[config.mk]
export PLATFORM = sky130hd
export DESIGN_NAME = stack_mask_sequencer
export DESIGN_NICKNAME = d
export VERILOG_FILES = /design/src/rtl/stack_mask_sequencer.sv
export SDC_FILE = /design/constraint.sdc
export NUM_CORES = 1
export LEC_CHECK = 0
export ABC_AREA = 1
export CAP_MARGIN = 20
export CORE_MARGIN = 3
export CORE_UTILIZATION = 45
export CTS_CLUSTER_SIZE = 25
export DETAILED_ROUTE_END_ITERATION = 16
export PLACE_DENSITY = 0.77
export SLEW_MARGIN = 25
export SYNTH_ARGS = -nofsm -noshare
export SYNTH_HDL_FRONTEND = slang
export SYNTH_SLANG_ARGS = --single-unit
[constraint.sdc]
create_clock -name clk -period 2.4 [get_ports clk]
set_input_delay 0.48 -clock clk [delete_from_list [all_inputs] [get_ports clk]]
set_output_delay 0.48 -clock clk [all_outputs]
set_load 0.05 [all_outputs]
[src/rtl/stack_mask_sequencer.sv]
// stack_mask_sequencer
//   Serialises one decoded pop/push bitmask pair into a stream of single-word
//   stack bus requests and keeps a running SP. Pops are issued first, highest
//   set bit first. Pushes follow, lowest set bit first.
//
// Ports
//   clk, reset             core clock, synchronous active-high reset
//   start                  launch a job (honoured only in IDLE)
//   push_mask, pop_mask    slot masks, latched with start
//   sp_in                  SP at launch, latched with start
//   flush                  abandon the current job
//   busy, done             job in progress / one-cycle completion pulse
//   req_valid/req_ready    request handshake to the bus unit
//   req_write              1 = push (write), 0 = pop (read)
//   req_addr, req_index    SS-relative offset and mask bit of the request
//   sp_out                 running SP, final value valid with done
module stack_mask_sequencer #(
  parameter int MASK_W = 16,
  parameter int ADDR_W = 16,
  parameter int STEP   = 2,
  localparam int IDX_W = (MASK_W > 1) ? $clog2(MASK_W) : 1
) (
  input  logic              clk,
  input  logic              reset,
  input  logic              start,
  input  logic [MASK_W-1:0] push_mask,
  input  logic [MASK_W-1:0] pop_mask,
  input  logic [ADDR_W-1:0] sp_in,
  input  logic              flush,
  output logic              busy,
  output logic              done,
  output logic              req_valid,
  input  logic              req_ready,
  output logic              req_write,
  output logic [ADDR_W-1:0] req_addr,
  output logic [IDX_W-1:0]  req_index,
  output logic [ADDR_W-1:0] sp_out
);

  localparam logic [ADDR_W-1:0] STEP_A = ADDR_W'(STEP);

  typedef enum logic [1:0] {S_IDLE, S_POP, S_PUSH, S_FIN} state_t;

  state_t            state_q, state_d;
  logic [MASK_W-1:0] push_q, push_d;
  logic [MASK_W-1:0] pop_q, pop_d;
  logic [ADDR_W-1:0] sp_q, sp_d;

  logic [IDX_W-1:0]  pop_idx, push_idx;
  logic [MASK_W-1:0] pop_rest, push_rest;
  logic              accept;

  // Highest set pop bit: later (higher) iterations overwrite earlier ones.
  always_comb begin
    pop_idx = '0;
    for (int i = 0; i < MASK_W; i++) begin
      if (pop_q[i]) pop_idx = IDX_W'(i);
    end
  end

  // Lowest set push bit: scan downwards so the lowest index wins.
  always_comb begin
    push_idx = '0;
    for (int i = MASK_W - 1; i >= 0; i--) begin
      if (push_q[i]) push_idx = IDX_W'(i);
    end
  end

  // Masks with the bit currently on the bus removed.
  always_comb begin
    pop_rest           = pop_q;
    pop_rest[pop_idx]  = 1'b0;
    push_rest          = push_q;
    push_rest[push_idx] = 1'b0;
  end

  assign accept = req_valid && req_ready;

  // State register.
  always_ff @(posedge clk) begin
    if (reset) begin
      state_q <= S_IDLE;
      push_q  <= '0;
      pop_q   <= '0;
      sp_q    <= '0;
    end else begin
      state_q <= state_d;
      push_q  <= push_d;
      pop_q   <= pop_d;
      sp_q    <= sp_d;
    end
  end

  // Next-state and datapath update.
  always_comb begin
    state_d = state_q;
    push_d  = push_q;
    pop_d   = pop_q;
    sp_d    = sp_q;
    case (state_q)
      S_IDLE: begin
        if (start) begin
          push_d = push_mask;
          pop_d  = pop_mask;
          sp_d   = sp_in;
          if (pop_mask != '0)       state_d = S_POP;
          else if (push_mask != '0) state_d = S_PUSH;
          else                      state_d = S_FIN;
        end
      end
      S_POP: begin
        if (accept) begin
          pop_d = pop_rest;
          sp_d  = sp_q + STEP_A;
          if (pop_rest == '0) state_d = (push_q != '0) ? S_PUSH : S_FIN;
        end
      end
      S_PUSH: begin
        if (accept) begin
          push_d = push_rest;
          sp_d   = sp_q - STEP_A;
          if (push_rest == '0) state_d = S_FIN;
        end
      end
      default: state_d = S_IDLE;
    endcase
    // Flush overrides the transition but keeps any SP change from a
    // transfer accepted in the same cycle.
    if (flush && (state_q != S_IDLE)) begin
      state_d = S_IDLE;
      push_d  = '0;
      pop_d   = '0;
    end
  end

  // Outputs are a pure function of the registered state.
  always_comb begin
    busy      = (state_q != S_IDLE);
    done      = (state_q == S_FIN);
    req_valid = 1'b0;
    req_write = 1'b0;
    req_addr  = '0;
    req_index = '0;
    case (state_q)
      S_POP: begin
        req_valid = 1'b1;
        req_addr  = sp_q;
        req_index = pop_idx;
      end
      S_PUSH: begin
        req_valid = 1'b1;
        req_write = 1'b1;
        req_addr  = sp_q - STEP_A;
        req_index = push_idx;
      end
      default: ;
    endcase
  end

  assign sp_out = sp_q;

endmodule

==> flow_metrics.tcl <==
set metrics [dict create \
    final_cells 944 \
    detail-route-antenna-nets 0 \
    max_stage_delay_ns 0.38 \
    final_nets 895 \
    antenna_found_initial 0 \
    clock.fmax_mhz 341 \
    cts_tree "built" \
    drive_above_1_share_pct 31.5 \
    numCtsBuffers 5 \
    hold_class "reg -> reg" \
    synth_nets 752 \
    grt_util_all_layers_pct 28.7 \
    synthToLayoutAreaGrowth_pct 61.3 \
    finalHoldViolations 0 \
    rsz0062_at_grt "true" \
    grt_pass1_wl_um 24300 \
    rrSetupSlack_ns -0.20 \
    vias_per_cell 6.06 \
    h-tree-depth 2 \
    dieHeight_um 102 \
    crit_type "reg -> out" \
    violations "negative setup slack" \
    clk-insertion-delay-late_ns 0.31 \
    grt_pass1_vias 5084 \
    crit_buf_inv 4 \
    fillerInstances 637 \
    yosysUniqueCellTypes 41 \
    ys_warn_count 0 \
    powerDensity_mw_per_mm2 1750 \
    required_ns 1.92 \
    fp.coreArea_mm2 0.00885 \
    multiInputGateArea_mm2 0.00326 \
    layout_commonest_cell "nand2_1" \
    cp_max_fo 4 \
    maxSlewViolCount 0 \
    pre_cts_slack_ns -0.00253 \
    cts_root_buf "clkbuf_8" \
    rows 34 \
    regArea_mm2 0.00103 \
    clock-sinks 50 \
    gr-total-overflow 0 \
    clock_path_buffers 2 \
    leakagePower_nw 2.50 \
    post_dp_cell_area_mm2 0.00568 \
    maxCapViolations 0 \
    initial_core_util_pct 46.8 \
    vias 5721 \
    path_cells "inv_6 > nand3_4 > nor3_2 > inv_1 > nor3_2 > buf_4 > nand4_1 > a21oi_2 > o21ai_2 > a21oi_2 > buf_12" \
    die_area_mm2 0.0104 \
    dp_cells 880 \
    synth.avg_cell_area_um2 5.98 \
    synth-seq-cells 50 \
    dr.pass1.iters 5 \
    final_area_mm2 0.00668 \
    finalCritPeriodShare_pct 122 \
    drc 0 \
    end_kind "output pin" \
    cp_top_family "simple AND/OR/NAND/NOR gates" \
    post-route-util_pct 75.5 \
    skew_ns 0.00700 \
    first_iter_violations 437 \
    min_period_ns 2.93 \
    start_kind "flop" \
    cp_data_arrival_time_ns 2.45 \
    worst_slew_pin_slew_ns 0.581 \
    cpMaxStageDelayCell "dfxtp_4" \
    ir_drop_mv 1.38 \
    pin_count 93 \
    final_cell_mix "nand2_1 (164), clkdlybuf4s50_1 (69), a21oi_1 (66), inv_1 (63), buf_4 (63)" \
    maxSlewHeadroom_pct 60.8 \
    n_antenna_cell 0 \
    wirelength_um 17000 \
    layout_setup_ws_ns -0.530 \
    clk_pin_slew_ns 0.11 \
    dpl.hpwl_um 10300 \
    grt_max_degree 43 \
    gp_congestion 0.958 \
    syn_inst 692 \
    setup_viol 16 \
    die_width_um 102 \
    status "finished, violations left" \
    seq_area_frac_synth_pct 24.2 \
    drt-wirelength-per-cell_um 18.0 \
    syn-cell-area_mm2 0.00414 \
    port_buffers 92 \
]
registers in the layout, summed over array words and instances (netlist names):
signal   cells
push_q      16
sp_out      16
state_q      2
pop_q       16
synth_stat cells, drive strengths merged:
master   instances  area share [%]
a211oi           3            0.54
a21boi           1            0.45
a21o             1            0.18
a21oi           94              11
a221oi           2            0.42
a311oi           1            0.21
a31oi            4             1.1
a41oi            1            0.21
buf              7            0.66
clkbuf          24             2.2
clkinv           3            0.27
dfxtp           50              24
ha               7             2.1
inv             87             7.9
nand2          186              17
nand3           41             5.1
nand4           17             2.7
nor2            66             7.3
nor3             9             1.6
nor4            10             2.0
o2111ai          2            0.42
o211ai          32             5.9
o21ai           41             5.0
o311ai           2            0.42
or2              1            0.15
final cells by class:
class,count,area share (%)
multi-input cells,521,48.8
repair buffers,167,26.9
flip-flops and latches,50,15.5
inverters,90,5.42
well taps,108,2.02
clock buffers,7,1.29
clock inverters,1,0.0750
routing by layer:
metal | part of all wire [%] | GRT usage, % | routed length (um) | up-vias
met5 | 0 | 0 | 0 | -
met4 | 4.9 | 9.28 | 836 | 0
met3 | 8.7 | 5.26 | 1470 | 92
met2 | 48 | 48.9 | 8140 | 352
met1 | 39 | 36.9 | 6560 | 2661
li1 | - | - | - | 2616
where the power goes:
group          leakage, nW  total, mW  internal, mW  switching [mW]
clock               0.0482      0.554         0.234           0.320
sequential           0.418       1.62          1.18           0.445
combinational         2.03       9.49          3.71            5.78
path summary, 6_finish.rpt:
check | start | to | cells after the start
max reg2reg | sp_out[1]$_SDFFE_PP0P_ | sp_out[15]$_SDFFE_PP0P_ | 20
min reg2reg | pop_q[0]$_SDFFE_PP0P_ | pop_q[0]$_SDFFE_PP0P_ | 2
min | pop_q[0]$_SDFFE_PP0P_ | pop_q[0]$_SDFFE_PP0P_ | 2
max | sp_out[1]$_SDFFE_PP0P_ | req_addr[12] | 11
repair_timing:
action	in CTS	in global routing
setup buffers	32	28
hold buffers	0	0
pin swaps	16	48
resized for setup	55	89
setup endpoints to repair	19	31
metrics by stage:
stage / hold slack, ns / power, mW / TNS, ns
6_report: 0.486 / 11.7 / -3.00
5_1_grt: 0.504 / 12.3 / -5.21
4_1_cts: 0.476 / 10.0 / -0.558
3_5_place_dp: 0.462 / 8.57 / -0.00253
3_3_place_gp: 0.458 / 8.41 / 0
2_1_floorplan: 0.445 / 6.46 / -0.0922
worst register-to-register path, delay by kind of cell (launching register included):
kind	cells	cell delay, ns
AO/OA/AOI/OAI	4	0.38
AND/OR/NAND/NOR	8	0.95
buffers and inverters	7	0.64
flip-flops	1	0.39
adder cells (fa/ha/maj)	1	0.14
kinds of logic (layout without fill, tap and decap cells):
group           Yosys count  after routing  synth area share, %
buf+inv                 121            265                 11.0
simple gates            330            330                 36.3
compound gates          184            184                 26.4
fa+ha+maj                 7              7                 2.12
flops                    50             50                 24.2
Note: power is estimated with default switching activity, not from simulation.
